**config.mk**
```make
export PLATFORM = sky130hd
export DESIGN_NAME = conv_engine
export DESIGN_NICKNAME = d
export VERILOG_FILES = /design/src/rtl/conv_engine.sv
export SDC_FILE = /design/constraint.sdc
export NUM_CORES = 2
export LEC_CHECK = 0
export BUFFER_PORTS_ARGS = -buffer_cell sky130_fd_sc_hd__buf_2
export CORE_ASPECT_RATIO = 0.9
export CORE_MARGIN = 2
export CORE_UTILIZATION = 30
export CTS_BUF_LIST = sky130_fd_sc_hd__clkbuf_8 sky130_fd_sc_hd__clkbuf_16
export DETAILED_ROUTE_END_ITERATION = 12
export PLACE_DENSITY = 0.44
export SLEW_MARGIN = 40
export SYNTH_ARGS = -nofsm -noshare
export SYNTH_HDL_FRONTEND = slang
export SYNTH_SLANG_ARGS = --single-unit
```
**constraint.sdc**
```tcl
create_clock -name clk -period 13.6 [get_ports clk]
set_input_delay 2.04 -clock clk [delete_from_list [all_inputs] [get_ports clk]]
set_output_delay 2.04 -clock clk [all_outputs]
set_load 0.1 [all_outputs]
```
**src/rtl/conv_engine.sv**
```systemverilog
// rtl/conv_engine.sv - KSIZE x KSIZE valid-mode, stride-1, multi-channel fixed-point convolution engine
// Optional feature: define CONV_ENGINE_RELU_EN to clamp negative results to zero before writing.
// Ports: clk, reset (async active-low); start/busy/done operation handshake;
//        img_base/wgt_base/dst_base, img_rows/img_cols operation configuration;
//        img_address/img_readdata, wgt_address/wgt_readdata 1-cycle-latency SRAM reads;
//        dest_address/dest_writedata/dest_write result writes.
module conv_engine #(
    parameter int DATA_W    = 16,
    parameter int FRAC_BITS = 8,
    parameter int ADDR_W    = 12,
    parameter int DIM_W     = 6,
    parameter int KSIZE     = 3,
    parameter int NUM_CH    = 3
) (
    input  logic              clk,
    input  logic              reset,
    input  logic              start,
    output logic              busy,
    output logic              done,
    input  logic [ADDR_W-1:0] img_base,
    input  logic [ADDR_W-1:0] wgt_base,
    input  logic [ADDR_W-1:0] dst_base,
    input  logic [DIM_W-1:0]  img_rows,
    input  logic [DIM_W-1:0]  img_cols,
    output logic [ADDR_W-1:0] img_address,
    input  logic [DATA_W-1:0] img_readdata,
    output logic [ADDR_W-1:0] wgt_address,
    input  logic [DATA_W-1:0] wgt_readdata,
    output logic [ADDR_W-1:0] dest_address,
    output logic [DATA_W-1:0] dest_writedata,
    output logic              dest_write
);
    localparam int KK    = KSIZE * KSIZE;
    localparam int NW    = NUM_CH * KK;
    localparam int ACC_W = 2 * DATA_W + 8;
    localparam int LD_W  = $clog2(NW + 1);
    localparam int IDX_W = (NW > 1) ? $clog2(NW) : 1;
    localparam int TAP_W = $clog2(KK + 1);
    localparam int KC_W  = $clog2(KSIZE + 1);
    localparam int CH_W  = (NUM_CH > 1) ? $clog2(NUM_CH) : 1;
    localparam logic [DIM_W-1:0] K_DIM = DIM_W'(KSIZE);
    localparam logic signed [ACC_W-1:0] SAT_MAX = {{(ACC_W-DATA_W+1){1'b0}}, {(DATA_W-1){1'b1}}};
    localparam logic signed [ACC_W-1:0] SAT_MIN = {{(ACC_W-DATA_W+1){1'b1}}, {(DATA_W-1){1'b0}}};

    typedef enum logic [2:0] {IDLE, LOAD_W, MAC, STORE, DONE} state_t;

    state_t              state_q, state_d;
    logic [LD_W-1:0]     ld_cnt_q, ld_cnt_d;
    logic [TAP_W-1:0]    tap_q, tap_d;
    logic [KC_W-1:0]     kc_q, kc_d;
    logic [CH_W-1:0]     ch_q, ch_d;
    logic [DIM_W-1:0]    out_r_q, out_r_d, out_c_q, out_c_d, oh_q, oh_d, ow_q, ow_d;
    logic [ADDR_W-1:0]   wgt_base_q, wgt_base_d, dst_base_q, dst_base_d;
    logic [ADDR_W-1:0]   row_step_q, row_step_d, plane_q, plane_d;
    logic [ADDR_W-1:0]   ch_off_q, ch_off_d, pix_q, pix_d, win_q, win_d, ptr_q, ptr_d;
    logic signed [ACC_W-1:0] acc_q [NUM_CH];
    logic signed [ACC_W-1:0] acc_d [NUM_CH];

    // Weight store has no reset: contents are meaningless until the next LOAD_W.
    logic signed [DATA_W-1:0]   wgt_q [NW];
    logic                       wgt_we;
    logic [IDX_W-1:0]           wgt_widx;
    logic signed [2*DATA_W-1:0] prod [NUM_CH];
    logic [TAP_W-1:0]           tap_m1;
    logic [DIM_W-1:0]           oh_in, ow_in;
    logic signed [ACC_W-1:0]    shifted;
    logic [DATA_W-1:0]          sat_res;

    // Data arriving this cycle belongs to the tap addressed last cycle.
    always_comb begin
        tap_m1 = (tap_q == '0) ? '0 : tap_q - TAP_W'(1);
        for (int ch = 0; ch < NUM_CH; ch++) begin
            prod[ch] = $signed(img_readdata) * wgt_q[IDX_W'(ch * KK) + IDX_W'(tap_m1)];
        end
    end

    always_comb begin
        shifted = acc_q[ch_q] >>> FRAC_BITS;
        if (shifted > SAT_MAX) begin
            sat_res = SAT_MAX[DATA_W-1:0];
        end else if (shifted < SAT_MIN) begin
            sat_res = SAT_MIN[DATA_W-1:0];
        end else begin
            sat_res = shifted[DATA_W-1:0];
        end
`ifdef CONV_ENGINE_RELU_EN
        if (sat_res[DATA_W-1]) begin
            sat_res = '0;
        end
`endif
    end

    always_comb begin
        state_d        = state_q;
        ld_cnt_d       = ld_cnt_q;
        tap_d          = tap_q;
        kc_d           = kc_q;
        ch_d           = ch_q;
        out_r_d        = out_r_q;
        out_c_d        = out_c_q;
        oh_d           = oh_q;
        ow_d           = ow_q;
        wgt_base_d     = wgt_base_q;
        dst_base_d     = dst_base_q;
        row_step_d     = row_step_q;
        plane_d        = plane_q;
        ch_off_d       = ch_off_q;
        pix_d          = pix_q;
        win_d          = win_q;
        ptr_d          = ptr_q;
        acc_d          = acc_q;
        wgt_we         = 1'b0;
        wgt_widx       = IDX_W'(ld_cnt_q - LD_W'(1));
        oh_in          = img_rows - K_DIM + DIM_W'(1);
        ow_in          = img_cols - K_DIM + DIM_W'(1);
        img_address    = '0;
        wgt_address    = '0;
        dest_address   = '0;
        dest_writedata = '0;
        dest_write     = 1'b0;
        done           = 1'b0;
        busy           = (state_q != IDLE);

        case (state_q)
            IDLE: begin
                if (start) begin
                    oh_d       = oh_in;
                    ow_d       = ow_in;
                    plane_d    = ADDR_W'((2*DIM_W)'(oh_in) * (2*DIM_W)'(ow_in));
                    // Jump from the last tap of a window row to the first tap of the next row.
                    row_step_d = ADDR_W'(img_cols) - ADDR_W'(KSIZE) + ADDR_W'(1);
                    wgt_base_d = wgt_base;
                    dst_base_d = dst_base;
                    win_d      = img_base;
                    ptr_d      = img_base;
                    out_r_d    = '0;
                    out_c_d    = '0;
                    pix_d      = '0;
                    ld_cnt_d   = '0;
                    tap_d      = '0;
                    kc_d       = '0;
                    ch_d       = '0;
                    ch_off_d   = '0;
                    if (img_rows < K_DIM || img_cols < K_DIM) begin
                        state_d = DONE;
                    end else begin
                        state_d = LOAD_W;
                    end
                end
            end
            LOAD_W: begin
                if (ld_cnt_q < LD_W'(NW)) begin
                    wgt_address = wgt_base_q + ADDR_W'(ld_cnt_q);
                end
                wgt_we = (ld_cnt_q != '0);
                if (ld_cnt_q == LD_W'(NW)) begin
                    state_d = MAC;
                end else begin
                    ld_cnt_d = ld_cnt_q + LD_W'(1);
                end
            end
            MAC: begin
                // Tap 0 has no returning data yet, so it doubles as the window clear.
                for (int ch = 0; ch < NUM_CH; ch++) begin
                    if (tap_q == '0) begin
                        acc_d[ch] = '0;
                    end else begin
                        acc_d[ch] = acc_q[ch] + {{8{prod[ch][2*DATA_W-1]}}, prod[ch]};
                    end
                end
                if (tap_q < TAP_W'(KK)) begin
                    img_address = ptr_q;
                    tap_d       = tap_q + TAP_W'(1);
                    if (kc_q == KC_W'(KSIZE - 1)) begin
                        kc_d  = '0;
                        ptr_d = ptr_q + row_step_q;
                    end else begin
                        kc_d  = kc_q + KC_W'(1);
                        ptr_d = ptr_q + ADDR_W'(1);
                    end
                end else begin
                    state_d  = STORE;
                    ch_d     = '0;
                    ch_off_d = '0;
                end
            end
            STORE: begin
                dest_write     = 1'b1;
                dest_address   = dst_base_q + ch_off_q + pix_q;
                dest_writedata = sat_res;
                if (ch_q == CH_W'(NUM_CH - 1)) begin
                    tap_d = '0;
                    kc_d  = '0;
                    if (out_r_q == oh_q - DIM_W'(1) && out_c_q == ow_q - DIM_W'(1)) begin
                        state_d = DONE;
                    end else begin
                        state_d = MAC;
                        pix_d   = pix_q + ADDR_W'(1);
                        if (out_c_q == ow_q - DIM_W'(1)) begin
                            // Window origin moves from (r, OW-1) to (r+1, 0): a step of KSIZE.
                            out_c_d = '0;
                            out_r_d = out_r_q + DIM_W'(1);
                            win_d   = win_q + ADDR_W'(KSIZE);
                            ptr_d   = win_q + ADDR_W'(KSIZE);
                        end else begin
                            out_c_d = out_c_q + DIM_W'(1);
                            win_d   = win_q + ADDR_W'(1);
                            ptr_d   = win_q + ADDR_W'(1);
                        end
                    end
                end else begin
                    ch_d     = ch_q + CH_W'(1);
                    ch_off_d = ch_off_q + plane_q;
                end
            end
            DONE: begin
                done    = 1'b1;
                state_d = IDLE;
            end
            default: state_d = IDLE;
        endcase
    end

    always_ff @(posedge clk or negedge reset) begin
        if (!reset) begin
            state_q    <= IDLE;
            ld_cnt_q   <= '0;
            tap_q      <= '0;
            kc_q       <= '0;
            ch_q       <= '0;
            out_r_q    <= '0;
            out_c_q    <= '0;
            oh_q       <= '0;
            ow_q       <= '0;
            wgt_base_q <= '0;
            dst_base_q <= '0;
            row_step_q <= '0;
            plane_q    <= '0;
            ch_off_q   <= '0;
            pix_q      <= '0;
            win_q      <= '0;
            ptr_q      <= '0;
            for (int ch = 0; ch < NUM_CH; ch++) begin
                acc_q[ch] <= '0;
            end
        end else begin
            state_q    <= state_d;
            ld_cnt_q   <= ld_cnt_d;
            tap_q      <= tap_d;
            kc_q       <= kc_d;
            ch_q       <= ch_d;
            out_r_q    <= out_r_d;
            out_c_q    <= out_c_d;
            oh_q       <= oh_d;
            ow_q       <= ow_d;
            wgt_base_q <= wgt_base_d;
            dst_base_q <= dst_base_d;
            row_step_q <= row_step_d;
            plane_q    <= plane_d;
            ch_off_q   <= ch_off_d;
            pix_q      <= pix_d;
            win_q      <= win_d;
            ptr_q      <= ptr_d;
            for (int ch = 0; ch < NUM_CH; ch++) begin
                acc_q[ch] <= acc_d[ch];
            end
        end
    end

    always_ff @(posedge clk) begin
        if (wgt_we) begin
            wgt_q[wgt_widx] <= wgt_readdata;
        end
    end
endmodule

```
# --- After elaboration in Yosys (flattened, before gate mapping) ---
# Memories as Yosys holds them, arrays and structs flattened.
# Index checks and enable logic that the tools add are counted.
op_classes:
  n_addsub: 30
  n_mul: 4
  magnitude_cmp: 7
  eq_ne: 18
  muxes: 66
  bitwise: 1
  reduce_logical: 17
ops:
  columns: ["operator", "count"]
  rows:
  - ["40-bit 2-to-1 mux", 5]
  - ["12-bit 2-to-1 mux", 16]
  - ["40-bit adder", 3]
  - ["16-bit by 16-bit multiplier with 32-bit output", 3]
  - ["40-bit binary-select mux with 2-bit select", 1]
  - ["12-bit case mux with 3 select lines", 2]
  - ["12-bit adder", 4]
  - ["16-bit 2-to-1 mux", 3]
  - ["12-bit case mux with 2 select lines", 2]
  - ["6-bit 2-to-1 mux", 7]
  - ["12-bit by 1-bit adder with 12-bit output, second input constant", 3]
  - ["32-bit by 16-bit > comparator with 1-bit output, second input constant", 1]
  - ["32-bit by 16-bit < comparator with 1-bit output, second input constant", 1]
  - ["6-bit by 1-bit adder with 6-bit output, second input constant", 4]
  - ["6-bit case mux with 2 select lines", 2]
  - ["3-bit 2-to-1 mux", 6]
  - ["2-bit != test, second input constant", 9]
  - ["4-bit 2-to-1 mux", 4]
  - ["4-bit AND reduction", 4]
  - ["12-bit by 2-bit adder with 12-bit output, second input constant", 1]
  - ["12-bit by 5-bit adder with 12-bit output", 1]
  - ["6-bit == test", 2]
  - ["6-bit by 2-bit < comparator with 1-bit output, second input constant", 2]
  - ["6-bit by 6-bit multiplier with 12-bit output", 1]
  - ["other kinds (37)", 56]
totals:
  ff_bits: 256
  ramBits: 432
  n_memories: 1
memory_table:
  columns: ["name", "depth", "width", "rd", "rd_ports_with_merged_regs", "wr", "line_no", "source"]
  rows:
  - ["wgt_q", 27, 16, 3, 0, 1, "60", "logic signed [DATA_W-1:0] wgt_q [NW];"]

# --- Depth between registers and ports, before layout ---
logic_depth:
  depth_word: 8
  mapped_depth: 59
  mapped_depth_nobuf: 50

# --- Worst setup path after synthesis ---
# OpenSTA, ideal clock, no wires.
synth_timing:
  path_type: "reg2reg"
  start: "register tap_q[0]"
  end: "register acc_q[37] (netlist bit)"
  setup_time_ns: 0.133
  arrival_ns: 12.043
  required_time_ns: 13.467
  slack_ns: 1.424
  path_stages_with_launch: 51
  n_path_buf: 14
  synth_period_minus_slack_ns: 12.176
  cell_sequence: "dfrtp_1 > buf_2 > inv_2 > buf_1 > ha_1 > or3b_1 > o21ai_2 > inv_2 > buf_6 > buf_6 > buf_4 > buf_2 > buf_2 > buf_2 > ha_1 > clkbuf_1 > clkbuf_1 > clkbuf_1 > [15 not listed] > and4_1 > nand2_1 > or2_2 > o211ai_1 > nand2_1 > o211ai_1 > ha_1 > clkbuf_1 > nor2b_1 > o21a_1 > o21a_1 > o21a_1 > o21a_1 > o21ai_0 > nand2b_1 > a41oi_1 > xor2_1 > o21ai_0"
synth_via:
  elab_chain_cells: 7
  word_cells_on_any_way: 8
  cone_classes: "3 x add/sub; 1 x mul; 2 x mux; 1 x reduce/logical; 1 x memory"
synth_rtl:
  columns: ["element", "line_no", "source"]
  rows:
  - ["start: declaration", "49", "logic [TAP_W-1:0] tap_q, tap_d;"]
  - ["start signal: assignment", "249", "tap_q <= tap_d;"]
  - ["4-bit by 1-bit subtractor with 4-bit output / 4-bit logical NOT (equally long branches)", "71, 165", null]
  - ["4-bit 2-to-1 mux", "71", "tap_m1 = (tap_q == '0) ? '0 : tap_q - TAP_W'(1);"]
  - ["5-bit by 4-bit adder with 5-bit output", "73", "prod[ch] = $signed(img_readdata) * wgt_q[IDX_W'(ch * KK) + IDX_W'(tap_m1)];"]
  - ["memory 27 x 16 bit", null, null]
  - ["16-bit by 16-bit multiplier with 32-bit output", "73", null]
  - ["40-bit adder", "168", "acc_d[ch] = acc_q[ch] + {{8{prod[ch][2*DATA_W-1]}}, prod[ch]};"]
  - ["40-bit 2-to-1 mux *", "165", "if (tap_q == '0) begin"]
  - ["end signal: indexed assignment", "265", "acc_q[ch] <= acc_d[ch];"]
  - ["end: declaration", "56", "logic signed [ACC_W-1:0] acc_q [NUM_CH];"]
# Mark *: on every way between the ends. The rest lies on a longest branch, timed or not.
# A chain may end at the register's enable or synchronous reset.

# --- Worst setup path in the final report ---
layout_timing:
  start: "register tap_q[0]"
  end: "register acc_q[79] (netlist bit)"
layout_via:
  elab_chain_cells: 7
  word_cells_on_any_way: 8
  cone_classes: "3 x add/sub; 1 x mul; 2 x mux; 1 x reduce/logical; 1 x memory"
layout_rtl:
  columns: ["element", "line_no"]
  rows:
  - ["4-bit by 1-bit subtractor with 4-bit output / 4-bit logical NOT (equally long branches)", "71, 165"]
  - ["4-bit 2-to-1 mux", "71"]
  - ["4-bit by 4-bit adder with 5-bit output", "73"]
  - ["memory 27 x 16 bit", null]
  - ["16-bit by 16-bit multiplier with 32-bit output", "73"]
  - ["40-bit adder", "168"]
  - ["40-bit 2-to-1 mux *", "165"]
# Marks and branches as above.

==> impl_metrics.yaml <==
floorplanning:
  ios: 138
  rows: 171
  initial_utilization: 0.302
  die_w_um: 523
  dieArea_um2: 247000
  fp.dieH_um: 471
  core_um2: 241000
placed_design:
  io_buffers: 137
  place.gp.congestion: 0.861
  dpl.hpwl_mm: 188
sta:
  fmax_mhz: 77.8
  period_share: 0.945
  skew_ns: 0.103
  hold_violations: 0
  tightest_slew_ns: 0.914
  tns_ns: 0
  slew_headroom: 0.390
  rsz0062_at_grt: "no"
  final.min_clock_period_ns: 12.85
  slew_violations: 0
  setup_viol: 0
setup_path:
  crit_required_ns: 14.25
  end_kind: "flop"
  cp-start-kind: "flop"
  slowest_stage: "xnor2_2"
  critical-path-max-stage-delay_ns: 0.67
  critical_path_arrival_ns: 13.50
  rrSetupSlack_ns: 0.75
  worstPathMaxFanout: 25
  path_class: "reg2reg"
  path_common_cell: "fa_1"
synthesis:
  ys_seq_area_frac: 0.264
  ys_top_cells_by_count: "nand2_1, inv_1, fa_1"
  yosys_warnings: 0
  ys_ff_latch: 682
  yosys.cell_types.count: 97
  synthCells: 8033
  synth_area_um2: 72800
  synth.most_common_cell: "nand2_1"
  synth-main-ff-cell: "edfxtp_1"
  syn_avg_cell_area_um2: 9.06
  yosysTopAreaCell: "fa_1"
  ys_async_sr_fraction: 0.367
  synth_edf_count: 432
  synth_nets: 9382
  yosysTopAreaCellShare: 0.227
  synth_area_leaders: "fa_1, edfxtp_1, dfrtp_1, ha_1, nand2_1"
clock_tree:
  post_cts_resized: 0
  root_buffer: "clkbuf_16"
  cts.sinks: 682
  path_clk_slew_ns: 0.06
  clockBufferDepth: 3
  clk_latency_ns: 0.80
  cts_setup_buffers: 0
  holdBufCountCts: 0
  cts.htree.levels: 3
  numCtsBuffers: 90
  cts_tree: "built"
drt:
  routedWlPerCell_um: 22.7
  route.detailed.drc: 0
  ant_nets: 0
  vias: 58600
  totalWireLength_mm: 256
  drt-vias-per-instance: 5.20
  drt_iter0_drc: 4986
  firstDrtPassIters: 6
global_route:
  grt_pass1_wl_mm: 383
  grtUsageTotal: 0.206
  grt-ovfl-total: 0
  antenna_found_initial: 18
  grt_max_degree: 149
  grt_pass1_vias: 58900
hold_path:
  hp-class: "reg2reg"
finish:
  drive_gt1_frac: 0.0723
  nets: 9347
  areaGrowthSynthToFinish_pct: 10.4
status:
  status: "finished clean"
run:
  drv_cap: 0
==> final timing paths <==
path	start	endpoint	depth (start not counted)
min in group asynchronous	reset	acc_q[3]$_DFFE_PN0P_	1
hold / removal	row_step_q[1]$_DFFE_PN0P_	row_step_q[1]$_DFFE_PN0P_	2
setup reg to reg	tap_q[0]$_DFFE_PN0P_	acc_q[79]$_DFFE_PN0P_	47
hold reg to reg	row_step_q[1]$_DFFE_PN0P_	row_step_q[1]$_DFFE_PN0P_	2
max in group asynchronous	reset	kc_q[0]$_DFFE_PN0P_	4
setup / recovery	tap_q[0]$_DFFE_PN0P_	acc_q[79]$_DFFE_PN0P_	47
==> registers in the layout (all words and copies together), names as in the netlist <==
signal	flops
out_c_q	6
tap_q	4
pix_q	12
ch_q	2
ptr_q	12
wgt_base_q	12
oh_q	6
wgt_q	432
row_step_q	6
win_q	12
ow_q	6
out_r_q	6
ch_off_q	12
kc_q	2
plane_q	12
state_q	3
dst_base_q	12
ld_cnt_q	5
acc_q	120
==> cell type report <==
class / instances / area [um2]
clock inverter: 68 / 614
sequential: 682 / 19200
fill: 25000 / 161000
multi-input combinational: 5922 / 48200
timing repair buffer: 305 / 2250
antenna: 4 / 10.0
inverter: 997 / 3750
tap: 3200 / 4000
clock buffer: 98 / 2360
==> cell families (layout without fill, tap and decap cells) <==
family / after synthesis / after routing / share of synthesized area
fa+ha+maj: 1266 / 1266 / 0.303
mux: 89 / 89 / 0.0160
other cells: 0 / 4 / 0
simple gates: 2848 / 2848 / 0.175
buf+inv: 1429 / 1468 / 0.0792
xor+xnor: 302 / 302 / 0.0363
compound gates: 1417 / 1417 / 0.127
flops: 682 / 682 / 0.264
==> layout by cell type (no fill, tap or decap), types with 101 or more instances in the layout <==
cell type  netlist  final
nand2_1       1435   1431
a21oi_1        362    362
o21ai_0        292    291
and2_1         266    265
fa_1           824    824
xnor2_1        195    192
nand3_1        241    241
a21o_1         101    101
a311oi_1       118    118
nand2b_1       110    109
dfrtp_1        250    249
nor2_1         475    442
buf_2          117    137
edfxtp_1       432    432
inv_1          987   1002
xor2_1         107    107
ha_1           442    441
buf_4           38    142
==> routing by layer <==
layer | GRT usage | wire [um]
met5 | 0 | 54
met4 | 0.0481 | 5690
met3 | 0.0256 | 14200
met2 | 0.325 | 117000
met1 | 0.297 | 119000
==> worst max-delay path, delay by kind of cell, from the launching register on <==
family	cells	cell delay, ns
AOI/OAI and AO/OA	16	3.30
xor gates and xnor gates	3	0.98
muxes	1	0.32
adders and majority gates	10	4.32
buffers and inverters	9	1.71
DFF	1	0.40
and+or+nand+nor	8	1.57
==> through the flow <==
stage          cells  worst slack (ns)   util  hold slack (ns)  area (um2)
6_report       11300             0.750  0.333            0.476       80400
3_3_place_gp   11100             0.656  0.319            0.459       77000
5_1_grt        11300            0.0257  0.333            0.497       80400
3_5_place_dp   11100             0.899  0.321            0.466       77400
2_1_floorplan   8033              1.42      -            0.442       72800
4_1_cts        11300             0.794  0.333            0.479       80300
Power is left out: the tool's default activity adds up to more than one toggle a clock period on the data nets, which glitch-free logic cannot reach.
